`config.mk`:
```
export PLATFORM = sky130hd
export DESIGN_NAME = cdc_hsk_src_arb
export DESIGN_NICKNAME = d
export VERILOG_FILES = /design/src/rtl/cdc_hsk_src_arb.sv
export SDC_FILE = /design/constraint.sdc
export NUM_CORES = 1
export LEC_CHECK = 0
export CELL_PAD_IN_SITES_DETAIL_PLACEMENT = 1
export CELL_PAD_IN_SITES_GLOBAL_PLACEMENT = 1
export CORE_ASPECT_RATIO = 0.5
export CORE_MARGIN = 10
export CORE_UTILIZATION = 45
export CTS_BUF_LIST = sky130_fd_sc_hd__clkbuf_4
export DETAILED_ROUTE_END_ITERATION = 16
export GPL_TIMING_DRIVEN = 0
export MAX_ROUTING_LAYER = met4
export PLACE_DENSITY_LB_ADDON = 0.1
export SLEW_MARGIN = 10
export SYNTH_ARGS = -nofsm -noshare
export SYNTH_HDL_FRONTEND = slang
export SYNTH_SLANG_ARGS = --single-unit
```
`constraint.sdc`:
```
create_clock -name clk_i -period 5.2 [get_ports clk_i]
set_clock_uncertainty 0.2 [all_clocks]
set_input_delay 1.04 -clock clk_i [delete_from_list [all_inputs] [get_ports clk_i]]
set_output_delay 1.04 -clock clk_i [all_outputs]
set_load 0.01 [all_outputs]
```
`src/rtl/cdc_hsk_src_arb.sv`:
```
// cdc_hsk_src_arb: per-channel FIFOs with round-robin arbitration feeding a 4-phase handshake synchronizer
module cdc_hsk_src_arb #(
  parameter int DATA_WIDTH = 16,
  parameter int NUM_CH     = 4,
  parameter int FIFO_DEPTH = 4,
  parameter int CH_ID_W    = $clog2(NUM_CH)
) (
  input  logic                          clk_i,
  input  logic                          rst_ni,
  input  logic [NUM_CH*DATA_WIDTH-1:0]  ch_data_i,
  input  logic [NUM_CH-1:0]             ch_valid_i,
  output logic [NUM_CH-1:0]             ch_ready_o,
  output logic [CH_ID_W+DATA_WIDTH-1:0] hsk_data_o,
  output logic                          hsk_valid_o,
  input  logic                          hsk_ack_i,
  output logic                          busy_o,
  output logic [31:0]                   xfer_cnt_o
);
  localparam int PW = $clog2(FIFO_DEPTH);
  typedef enum logic [1:0] {IDLE, SEND, WAIT_LOW} state_e;
  state_e state_q, state_d;
  logic [NUM_CH-1:0] push, pop, nonempty;
  logic [NUM_CH*DATA_WIDTH-1:0] head;
  logic [CH_ID_W-1:0] ptr_q, gnt_ch;
  logic gnt_found, load, done, valid_q;
  logic [CH_ID_W+DATA_WIDTH-1:0] data_q;
  logic [31:0] xfer_cnt_q;
  assign push = ch_valid_i & ch_ready_o;
  for (genvar k = 0; k < NUM_CH; k++) begin : g_fifo
    logic [DATA_WIDTH-1:0] mem_q [FIFO_DEPTH];
    logic [PW-1:0] wr_q, rd_q;
    logic [PW:0] cnt_q;
    // storage needs no reset: the pointers alone decide which entries are live
    always_ff @(posedge clk_i)
      if (push[k]) mem_q[wr_q] <= ch_data_i[k*DATA_WIDTH +: DATA_WIDTH];
    // pointers and occupancy; simultaneous push and pop leave occupancy unchanged
    always_ff @(posedge clk_i or negedge rst_ni) begin
      if (!rst_ni) begin
        wr_q  <= '0;
        rd_q  <= '0;
        cnt_q <= '0;
      end else begin
        wr_q  <= wr_q + PW'(push[k]);
        rd_q  <= rd_q + PW'(pop[k]);
        cnt_q <= cnt_q + (PW+1)'(push[k]) - (PW+1)'(pop[k]);
      end
    end
    assign nonempty[k] = cnt_q != '0;
    assign ch_ready_o[k] = cnt_q != (PW+1)'(FIFO_DEPTH);
    assign head[k*DATA_WIDTH +: DATA_WIDTH] = mem_q[rd_q];
  end
  // first non-empty channel at or after the pointer; the descending scan lets the nearest one win
  always_comb begin
    gnt_found = 1'b0;
    gnt_ch = '0;
    for (int i = NUM_CH - 1; i >= 0; i--) begin
      if (nonempty[(int'(ptr_q) + i) % NUM_CH]) begin
        gnt_found = 1'b1;
        gnt_ch = CH_ID_W'((int'(ptr_q) + i) % NUM_CH);
      end
    end
  end
  // handshake sequencing; a grant is only issued once any stale ack has dropped
  always_comb begin
    state_d = state_q;
    load = 1'b0;
    done = 1'b0;
    pop = '0;
    case (state_q)
      IDLE: if (!hsk_ack_i && gnt_found) begin
        state_d = SEND;
        load = 1'b1;
      end
      SEND: if (hsk_ack_i) state_d = WAIT_LOW;
      WAIT_LOW: if (!hsk_ack_i) begin
        state_d = IDLE;
        done = 1'b1;
      end
      default: state_d = IDLE;
    endcase
    if (load) pop[gnt_ch] = 1'b1;
  end
  // registered handshake outputs; data holds from grant until the next grant
  always_ff @(posedge clk_i or negedge rst_ni) begin
    if (!rst_ni) begin
      state_q    <= IDLE;
      valid_q    <= 1'b0;
      data_q     <= '0;
      ptr_q      <= '0;
      xfer_cnt_q <= '0;
    end else begin
      state_q    <= state_d;
      valid_q    <= state_d == SEND;
      xfer_cnt_q <= xfer_cnt_q + 32'(done);
      if (load) begin
        data_q <= {gnt_ch, head[gnt_ch*DATA_WIDTH +: DATA_WIDTH]};
        ptr_q  <= gnt_ch == CH_ID_W'(NUM_CH - 1) ? '0 : gnt_ch + 1'b1;
      end
    end
  end
  assign hsk_valid_o = valid_q;
  assign hsk_data_o  = data_q;
  assign busy_o      = state_q != IDLE;
  assign xfer_cnt_o  = xfer_cnt_q;
endmodule

```
Word-level counts from Yosys, hierarchy flattened. Memories as Yosys holds them, arrays and structs flattened. Cells that the tools add are included.

Register bits after elaboration: 83. RAM bits: 256. Bits of input ports: 71. Output and inout bits: 56. Logic and storage cells: 112. Memories kept: 4.

$add $sub $neg: 21. Order comparisons: 6. Eq/ne operators: 8. Shifts and indexed selects: 1. Muxes and demuxes: 39. Bitwise operators: 4. Reductions and logical operators: 12.

Memory list: g_fifo[0].mem_q (words 4, bits a word 16, read ports 1, clocked after Yosys merged registers in 0, wr ports 1, RTL line 30) `logic [DATA_WIDTH-1:0] mem_q [FIFO_DEPTH];`; g_fifo[1].mem_q (words 4, bits a word 16, read ports 1, clocked after Yosys merged registers in 0, wr ports 1, RTL line 30); g_fifo[2].mem_q (words 4, bits a word 16, read ports 1, clocked after Yosys merged registers in 0, wr ports 1, RTL line 30); g_fifo[3].mem_q (words 4, bits a word 16, read ports 1, clocked after Yosys merged registers in 0, wr ports 1, RTL line 30).

Operators with widths (count): $shiftx 64x7->16 (1); $add 32x1->32 (1); $mux 1 (24); $add 2x1->2 (8); $mux 2 (8); $add 3x1->3 (4); $lt 3x4->1 const B (3); $ne 3x3->1 const B (4); $reduce_bool 3->1 (4); $sub 3x1->3 (4); $bmux 1 s2 (4); $lt 2x3->1 const B (2); $pmux 2 s3 (1); $reduce_or 2->1 (3); $add 2x1->2 const B (2); $add 2x2->2 const B (2); $and 4x4->4 (1); $eq 2x1->1 const B (2); $eq 2x2->1 const B (2); $mux 4 (1); $and 1x1->1 const A (3); $demux 1 s2 (1); $ge 2x1->1 const B (1); $logic_and 1x1->1 (2); 3 further kinds (3).

Longest topological paths before layout. Gate-level depths: netlist (run 1).

Depth in word-level cells: 16. Mapped depth: 15. Depth with buffers taken out: 12.

Least setup slack after synthesis (run 1). Ideal clock, no wire load.

Path kind: in2reg. From: input port hsk_ack_i. To: register g_fifo[1].cnt_q[2]. Setup time: 127 ps. Data arrival time: 3035 ps. Required time: 4873 ps. Slack: 1838 ps. Cell stages on the path: 12. Buffers on the path: 1. Cell sequence: nor3_1 -> nand2_1 -> clkbuf_1 -> nor2_1 -> and2_1 -> ha_1 -> inv_1 -> ha_1 -> inv_1 -> fa_1 -> xnor2_1 -> xnor2_1.

Cells in the longest elaborated chain, start to end: 6.

RTL lines: start: declaration (RTL line 15) `input logic hsk_ack_i,`; $logic_not 1->1; $logic_and 1x1->1 (RTL line 70) `IDLE: if (!hsk_ack_i && gnt_found) begin`; $mux 1 (RTL line 70); $mux 1 (RTL line 69) `case (state_q)`; $mux 4 (RTL line 81) `if (load) pop[gnt_ch] = 1'b1;`; $sub 3x1->3 (RTL line 45) `cnt_q <= cnt_q + (PW+1)'(push[k]) - (PW+1)'(pop[k]);`; end signal: assignment (RTL line 45); end: declaration (RTL line 32) `logic [PW:0] cnt_q;`.

No other way between the ends. A chain may end at the register's enable or synchronous reset.

Worst setup path in the final report (run 1).
From: register g_fifo[1].cnt_q[1]. To: register g_fifo[1].cnt_q[2].

Cells in the longest elaborated chain, start to end: 14. Elaborated cells between the ends (all ways): 33. Those cells by class: add/sub (2); order compare (2); eq/ne (1); mux (24); bitwise (1); reduce/logical (3).

RTL lines: $reduce_bool 3->1 (RTL line 48) `assign nonempty[k] = cnt_q != '0;`; $bmux 1 s2 (RTL line 57) `if (nonempty[(int'(ptr_q) + i) % NUM_CH]) begin`; $mux 1 (not written as such) (2 in a row) (RTL line 57); $mux 2 (4 in a row) (RTL line 57); $lt 2x3->1 (not written as such) or $ge 2x1->1 (tied branches) (RTL line 81); $logic_and 1x1->1 (not written as such) (RTL line 81); $mux 1 (not written as such) (RTL line 81); $demux 1 s2 (RTL line 81); $mux 4 (RTL line 81); $sub 3x1->3 (*) (RTL line 45).

Mark *: on every way between the ends. The rest lies on a longest branch, timed or not. The select of a mux whose other input is x is not followed.

==> flow_metrics.py, run 1 <==
metrics = {
    "run_status": {
        "status": "complete, no violations",
    },
    "synth": {
        "postSynthAreaPerCell_sq_um": 18.5,
        "synth_flop_cell": "edfxtp_1",
        "syn_inst": 735,
        "ys_seq_area_share_pct": 71.7,
        "syn-num-nets": 823,
        "ys_types": 46,
        "netlist_area_sq_um": 13600,
        "async_flop_share_pct": 24.5,
        "synth_seq_cells": 339,
        "synth_edf_count": 256,
        "ys_warn_count": 0,
    },
    "cts": {
        "cts_tree": "done",
        "cts-htree-levels": 3,
        "holdBufCountCts": 1,
        "postCtsSetupBuffers": 0,
        "cts_made_buffers": 80,
        "clk_pin_slew_ns": 0.07,
        "clkLatencyLatePin_ns": 0.76,
        "cts_resized": 0,
        "clock-sinks": 339,
        "clockBufferDepth": 3,
        "clockRootBuffer": "clkbuf_4",
    },
    "sta": {
        "fin_crit_sh_pct": 76.6,
        "worstMarginPinSlew_ns": 0.912,
        "setup_violations": 0,
        "drv_slew": 0,
        "rsz0062_at_grt": "false",
        "max_freq_mhz": 251,
        "setup_ws_ns": 1.22,
        "slew_headroom_pct": 39.2,
        "hold_viol_final": 0,
        "setup_tns_ns": 0,
        "period_minus_slack_ns": 3.98,
    },
    "global_route": {
        "grtUsageTotal_pct": 17.5,
        "grt_first_pass_wirelength_microns": 49200,
        "antenna_found_initial": 1,
        "grt_start_max_net_pins": 56,
        "grt_pass1_vias": 8296,
        "grt_overflow": 0,
    },
    "finish": {
        "layout_common_cells": "256 x edfxtp_1, 125 x clkbuf_4, 125 x clkdlybuf4s50_1",
        "mostFrequentLayoutCell": "edfxtp_1",
        "design_area_sq_um": 16700,
        "drive_gt1_share_pct": 25.1,
        "num-nets-final": 1047,
        "area_growth_pct": 22.4,
    },
    "worst_setup_path": {
        "endpoint_kind": "register",
        "startpoint_type": "register",
        "crit_type": "register to register",
        "crit_fanout": 10,
        "regToRegSetupSlack_ns": 1.22,
        "worstPathArrival_ns": 4.45,
        "cp.required_ns": 5.67,
    },
    "pwr": {
        "power_density_nw_per_um2": 548,
        "p_leak_nw": 5.98,
        "vdd_drop_max_v": 0.000211,
    },
    "place": {
        "portBuffers": 126,
        "hpwl_microns": 22400,
        "place_congestion": 0.807,
        "place_worst_setup_slack_ns": 0.620,
        "post_dp_cell_area_sq_um": 15600,
    },
    "floorplan": {
        "fp.dieH_microns": 143,
        "dieWidth_microns": 266,
        "core_sq_um": 29400,
        "row_count": 44,
        "die_area_sq_um": 38000,
        "initial_utilization_pct": 46.3,
        "ios": 127,
    },
    "routing": {
        "drt-vias-per-instance": 5.35,
        "dr.pass1.iters": 4,
        "drc": 0,
        "wl_per_cell_microns": 22.7,
        "postRouteWirelength_microns": 32100,
        "drt_iter0_markers": 569,
        "ant_nets": 0,
        "vias": 7575,
    },
    "worst_hold_path": {
        "hold_path_class": "register to register",
    },
    "job": {
        "maxCapViolCount": 0,
    },
}
## worst max-delay path: stages, from the launching register on
cell	delay, ns
dfrtp_1	0.45
nor3_2	0.39
nand4_1	0.27
nand2_1	0.48
clkbuf_1	0.48
nor2_1	0.17
and2_1	0.22
ha_1	0.28
inv_1	0.06
ha_1	0.14
inv_1	0.05
fa_1	0.38
xnor2_1	0.19
xnor2_1	0.14
## where the power goes
group	internal, mW	leakage [nW]	switching (mW)
Combinational	1.40	1.96	1.64
Sequential	3.57	3.39	0.298
Clock	1.14	0.623	1.08
## cells by family after synthesis
logic type,share of synthesized area (%)
flip-flops,71.7
multiplexers,11.9
AND/OR/NAND/NOR,5.64
AO/OA/AOI/OAI,3.74
adder cells (fa/ha/maj),1.78
buffers and inverters,1.76
XOR/XNOR,3.41
## synth_stat cells, types with 2 or more instances
library cell,count,area share (%)
nor3_1,9,0.33
mux4_2,64,11
and2_0,4,0.18
xor2_1,17,1.1
ha_1,13,1.2
or3_1,2,0.092
edfxtp_1,256,56
inv_1,19,0.52
buf_2,12,0.44
mux2_1,11,0.91
nor3_2,4,0.29
nor4_1,4,0.18
o31ai_1,16,0.88
or2_2,2,0.092
nand3_1,14,0.51
mux2_2,5,0.41
clkbuf_2,2,0.074
and3_1,7,0.32
fa_1,4,0.59
and2_1,5,0.23
nor3b_1,5,0.28
xnor2_1,36,2.3
clkbuf_1,15,0.41
and4_1,2,0.13
nand2_1,24,0.66
nand4_1,25,1.1
dfrtp_1,83,15
a211oi_1,17,0.94
buf_1,3,0.083
nor2_1,20,0.55
o21ai_0,4,0.15
a221o_1,16,1.2
buf_6,2,0.17
## per-stage QoR
| stage | power [mW] | instances | utilization (%) | hold WS, ns |
|---|---|---|---|---|
| after CTS | 9.27 | 1414 | 56.7 | 0.284 |
| after detailed placement | 7.01 | 1267 | 53.1 | 0.272 |
| after floorplan | 5.78 | 735 | - | 0.273 |
| after global routing | 9.67 | 1415 | 56.7 | 0.312 |
| after global placement | 6.81 | 1252 | 52.2 | 0.258 |
| final | 9.13 | 1415 | 56.7 | 0.274 |
## layout make-up
type	instances	area [sq um]
Tap cell	391	489
Fill cell	2774	12700
Clock inverter	21	113
Antenna cell	1	2.50
Clock buffer	125	938
Inverter	19	71.3
Multi-Input combinational cell	342	3650
Buffer	35	168
Timing Repair Buffer	142	1470
Sequential cell	339	9760
## per-layer routing
metal  vias to the layer above  track usage, %  share of wire [%]
li1                       3428               -                  -
met1                      3955            22.1                 45
met2                       149            27.7                 49
met3                        43            4.40                4.4
met4                         0            5.29                1.4
met5                         -               -                  0
## sequential cells by signal (all words and copies together), names as in the netlist, 2 cells and up
name,count
g_fifo.cnt_q,12
g_fifo.mem_q,256
g_fifo.rd_q,8
g_fifo.wr_q,8
hsk_data_o,18
ptr_q,2
state_q,2
xfer_cnt_o,32
## path summary, 6_finish.rpt
kind / start / to / cells past startpoint
max in group asynchronous: rst_ni / g_fifo[2].wr_q[0] / 3
worst max register to register: g_fifo[1].cnt_q[1] / g_fifo[1].cnt_q[2] / 13
worst min-delay path: xfer_cnt_o[31] / xfer_cnt_o[31] / 1
min in group asynchronous: rst_ni / xfer_cnt_o[21] / 2
worst min register to register: xfer_cnt_o[31] / xfer_cnt_o[31] / 1
worst max-delay path: g_fifo[1].cnt_q[1] / g_fifo[1].cnt_q[2] / 13
Note: power is estimated with default switching activity, not from simulation.
==> inputs of run 2 (changes only) <==
==> constraint.sdc (replaced) <==
create_clock -name clk_i -period 3.9 [get_ports clk_i]
set_clock_uncertainty 0.2 [all_clocks]
set_input_delay 0.78 -clock clk_i [delete_from_list [all_inputs] [get_ports clk_i]]
set_output_delay 0.78 -clock clk_i [all_outputs]
set_load 0.01 [all_outputs]
==> flow_metrics.py, run 2 (same netlist as run 1, synthesis figures left out) <==
metrics = {
    "run_status": {
        "status": "complete, no violations",
    },
    "worst_setup_path": {
        "startpoint_type": "register",
        "critPathBufInv": 3,
        "cp.required_ns": 4.36,
        "worstPathArrival_ns": 4.10,
        "endpoint_kind": "register",
        "max_stage_delay_ns": 0.45,
        "rr_worst_depth": 13,
        "crit_chain": "nor3_2, nand4_1, nand2_2, clkbuf_2, nor2_1, and2_1, ha_1, inv_1, ha_1, inv_1, fa_1, xnor2_1, xnor2_1",
        "r2r_end": "g_fifo[1].cnt_q[2]",
        "crit_fanout": 10,
        "crit_family": "simple AND/OR/NAND/NOR gates",
        "worstReg2RegStart": "g_fifo[1].cnt_q[1]",
        "crit_type": "register to register",
        "critPathSlowestCell": "dfrtp_1",
        "regToRegSetupSlack_ns": 0.26,
    },
    "cts": {
        "clockRootBuffer": "clkbuf_4",
        "postCtsSetupBuffers": 0,
        "clkLatencyLatePin_ns": 0.75,
        "clock-sinks": 339,
        "cts-htree-levels": 3,
        "cts_tree": "done",
        "clockBufferDepth": 3,
        "cts_made_buffers": 80,
        "clk_pin_slew_ns": 0.07,
    },
    "sta": {
        "setup_ws_ns": 0.263,
        "max_freq_mhz": 275,
        "setup_violations": 0,
        "fin_crit_sh_pct": 93.3,
        "hold_viol_final": 0,
        "rsz0062_at_grt": "false",
        "slew_headroom_pct": 39.0,
        "drv_slew": 0,
        "setup_tns_ns": 0,
        "worstMarginPinSlew_ns": 0.915,
        "whs_ns": 0.274,
        "period_minus_slack_ns": 3.64,
    },
    "global_route": {
        "grtUsageTotal_pct": 17.5,
        "grt_pass1_vias": 8296,
        "grt_overflow": 0,
        "antenna_found_initial": 1,
        "grt_first_pass_wirelength_microns": 49200,
        "grt_start_max_net_pins": 56,
    },
    "place": {
        "portBuffers": 126,
        "place_worst_setup_slack_ns": -0.420,
        "dp_cells": 1267,
        "hpwl_microns": 22400,
        "place_congestion": 0.807,
    },
    "routing": {
        "drt-vias-per-instance": 5.36,
        "top_layer": "met4",
        "vias": 7590,
        "postRouteWirelength_microns": 32100,
        "wl_met2_microns": 15600,
        "ant_nets": 0,
        "dr.pass1.iters": 4,
        "wl_per_cell_microns": 22.7,
        "wl_met1_microns": 14500,
        "dr_wl_met3_microns": 1420,
        "drc": 0,
        "drt_iter0_markers": 563,
    },
    "finish": {
        "layout_common_cells": "256 x edfxtp_1, 125 x clkbuf_4, 125 x clkdlybuf4s50_1",
        "mostFrequentLayoutCell": "edfxtp_1",
        "drive_gt1_share_pct": 25.3,
        "num-nets-final": 1047,
        "area_growth_pct": 22.5,
        "stdcell_count": 1415,
        "largest_register": "g_fifo.mem_q",
        "largest_reg_flops": 256,
    },
    "pwr": {
        "p_leak_nw": 5.98,
        "vdd_drop_max_v": 0.000280,
        "power_density_nw_per_um2": 731,
    },
    "floorplan": {
        "fp.dieH_microns": 143,
        "initial_utilization_pct": 46.3,
        "dieWidth_microns": 266,
        "core_sq_um": 29400,
        "row_count": 44,
        "die_area_sq_um": 38000,
        "ios": 127,
    },
    "worst_hold_path": {
        "whs_path_depth": 1,
        "hold_path_startpoint": "xfer_cnt_o[31]",
        "hold_path_class": "register to register",
        "holdPathEnd": "xfer_cnt_o[31]",
    },
    "job": {
        "maxCapViolCount": 0,
    },
}
## run 2: cell counts in the layout (fill, tap and decap cells not counted)
No cell type changed its count.
## run 2: stage by stage
step | cell area (sq um) | total power [mW] | util [%]
2_1_floorplan | 13600 | 7.71 | -
3_3_place_gp | 15400 | 9.07 | 52.2
3_5_place_dp | 15600 | 9.35 | 53.1
4_1_cts | 16700 | 12.4 | 56.7
5_1_grt | 16700 | 12.9 | 56.7
6_report | 16700 | 12.2 | 56.7
## run 2: worst max path at each step
stage                       startpoint                 end  cells after the start
floorplan           g_fifo[1].cnt_q[1]  g_fifo[1].cnt_q[2]                     14
global placement                rst_ni   g_fifo[2].wr_q[0]                      1
detailed placement           hsk_ack_i  g_fifo[1].cnt_q[2]                     13
CTS                 g_fifo[1].cnt_q[1]  g_fifo[1].cnt_q[2]                     13
global route        g_fifo[2].cnt_q[1]  g_fifo[1].cnt_q[2]                     13
finish              g_fifo[1].cnt_q[1]  g_fifo[1].cnt_q[2]                     13
## run 2: repair_timing
action,in CTS,in global routing
hold buffers,1,0
endpoints found under the setup margin,1,1
hold endpoints to repair,28,0
gates resized for setup,1,2
## run 2: area by class of cell
type	instances	area [sq um]
repair buffers	142	1470
fillers	2773	12700
plain buffers	35	169
clock buffers	125	938
inverters	19	71.3
diodes	1	2.50
multi-input cells	342	3650
flip-flops and latches	339	9760
clock inverters	21	113
well taps	391	489
## run 2: routing by layer
metal | track usage (%) | vias to the layer above
met1 | 22.1 | 3961
met5 | - | -
li1 | - | 3428
met3 | 4.40 | 45
met2 | 27.7 | 156
met4 | 5.29 | 0
## run 2: power by group
part	internal [mW]	switching (mW)
Combinational	1.87	2.18
Clock	1.53	1.44
Sequential	4.77	0.398
## run 2: worst register-to-register path, cell delays in order, from the launching register on
cell and delay [ns]:
dfrtp_1 0.45, nor3_2 0.39, nand4_1 0.29, nand2_2 0.34, clkbuf_2 0.32, nor2_1 0.13
and2_1 0.20, ha_1 0.28, inv_1 0.06, ha_1 0.14, inv_1 0.05, fa_1 0.38
xnor2_1 0.19, xnor2_1 0.14
==> RTL edit: new RTL, flow settings as in run 2 <==
Encoding of `state_e`: now one-hot (3 bits for 3 states).
--- a/src/rtl/cdc_hsk_src_arb.sv
+++ b/src/rtl/cdc_hsk_src_arb.sv
@@ -17,7 +17,7 @@
   output logic [31:0]                   xfer_cnt_o
 );
   localparam int PW = $clog2(FIFO_DEPTH);
-  typedef enum logic [1:0] {IDLE, SEND, WAIT_LOW} state_e;
+  typedef enum logic [2:0] {IDLE = 3'b001, SEND = 3'b010, WAIT_LOW = 3'b100} state_e;
   state_e state_q, state_d;
   logic [NUM_CH-1:0] push, pop, nonempty;
   logic [NUM_CH*DATA_WIDTH-1:0] head;
Check against the original RTL: same outputs for any inputs over 4 cycles, from zero or initial values and one cycle with rst_ni low; so few cycles prove little.
==> RTL edit against run 2 <==
Non-clock buffer count increased by 3; wire length shrank 0.20%; via count is 0.20% higher; worst setup slack better by 0.018 ns; power rose by 0.58%; final area rose by 0.20%; area after synthesis rose by 0.39%; sequential cell count increased by 1; synthesized cell count increased by 0.68%; utilization about the same; critical path type unchanged; critical endpoint is now g_fifo[2].cnt_q[2]$_DFF_PN0_; largest power group unchanged.
==> RTL edit: results (changes against run 2) <==
Hold WS: 0.271 ns (-0.00288 ns)
Register area share after synthesis: 0.717 (-0.000837)
Drt first-iter violations: 477 (-15%)
R2r startpoint: g_fifo[2].cnt_q[0]$_DFF_PN0_
HP Class: in2async
Via-per-instance ratio: 5.38 (+0.27%)
Largest net degree at the start of global routing: 62 (+11%)
Clock slew at reported path FFs: 0.09 ns (+0.02 ns)
Placed cell count: 1,272 (+0.39%)
DP Wirelength: 22,600 um (+0.91%)
Final #Nets: 1,048 (+0.096%)
Critical-path top delay cell: nor3_4
I/O Buffers: 126 (unchanged)
DP Worst Slack: -0.580 ns (-0.160 ns)
Final RePlAce weighted congestion: 0.807 (about the same)
Fraction of layout cells with a size suffix above 1: 0.262 (+0.00905)
VDD IR-drop max: 315 uV (+12%)
Clock Latency Late Sink: 0.75 ns (about the same)
Critical Path Sink: g_fifo[2].cnt_q[2]$_DFF_PN0_
Ys async rst share: 0.247 (+0.00222)
Clk buf depth: 3 (unchanged)
Via count: 7,605 (+0.20%)
DRT Pass-1 Iters: 5 (+1)
Final cycle utilization of the critical path: 0.928 (-0.00466)
Synth cell count leaders: edfxtp_1 (256), dfrtp_1 (83), mux4_2 (64), xnor2_1 (39), nand2_1 (28)
Status: completed
Static Leak: 5.96 nW (-0.27%)
Largest register FFs: 256 (unchanged)
Most flops, register: g_fifo.mem_q
GRT Total Usage: 0.177 (+0.00169)
Worst-Margin Slew: 0.919 ns (+0.00405 ns)
Top cells by area, synth: edfxtp_1 (56%), dfrtp_1 (15%), mux4_2 (11%)
Placed instance area: 15,700 um2 (+0.37%)
Syn Area/Cell: 18.5 um2 (-0.29%)
Ys flop type: edfxtp_1
CP delay by family, top: simple AND/OR/NAND/NOR gates
CP Launch Point: g_fifo[2].cnt_q[0]$_DFF_PN0_
Post-synth EDFFs: 256 (unchanged)
Post-synth net total: 825 (+0.24%)
Syn-to-layout area delta: 22.2%
Fillers: 2,713 (-2.2%)
Post-CTS setup buffer count: 0 (unchanged)
Routed WL: 32,000 um (-0.20%)
Number of CTS-inserted buffers: 79 (-1.3%)
R2R setup slack: 0.28 ns (+0.02 ns)
Crit-path max cell delay: 0.61 ns (+0.16 ns)
Worst path arrival time: 4.09 ns (about the same)
Worst Reg-to-Reg Cells: 10 (-3)
Vias in the first global route: 8,322 (+0.31%)
Cell variety after synth: 55 (+20%)
[RTL edit: routing by layer]
layer / global-route usage / vias to the layer above / routed length (um)
li1: - / 3459 / -
met5: - / - / 0
met2: 0.283 / 166 / 16000
met3: 0.0511 / 34 / 1670
met1: 0.219 / 3946 / 14000
met4: 0.0467 / 0 / 402
[RTL edit: power by group]
group / internal [mW] / switching [mW] / total (mW)
logic: 1.94 / 2.30 / 4.24
registers: 4.78 / 0.377 / 5.16
clock network: 1.48 / 1.37 / 2.85
[RTL edit: worst reg2reg max path, stage by stage, from the launching register on]
cell and delay (ns):
dfrtp_1 0.43, nor3_2 0.49, a211oi_2 0.32, nor3_4 0.61, buf_6 0.29, nor3_2 0.10, xor2_1 0.19, ha_1 0.22
fa_1 0.38, xnor2_1 0.17, xnor2_1 0.14
[RTL edit: logic make-up (layout without fill, tap and decap cells)]
group                      Yosys count  count (layout)  share of synthesized area
DFF                                340             340                      0.717
and+or+nand+nor                    135             135                     0.0571
muxes                               81              81                      0.121
AOI/OAI and AO/OA                   65              65                     0.0392
xor gates and xnor gates            56              56                     0.0359
buffers and inverters               49             331                     0.0150
adders and majority gates           14              14                     0.0150
other                                0               1                          0
[RTL edit: final cells by class]
type,count,area share
clock inverters,12,0.00277
multi-input cells,351,0.224
flip-flops and latches,340,0.586
well taps,391,0.0293
clock buffers,128,0.0575
plain buffers,38,0.00981
inverters,11,0.00247
diodes,1,0.000150
repair buffers,142,0.0880
[RTL edit: what timing repair did]
action / in CTS / in global routing
hold endpoints to repair: 23 / 0
endpoints found under the setup margin: 0 / 3
resized for setup: 0 / 4
hold buffers: 1 / 0
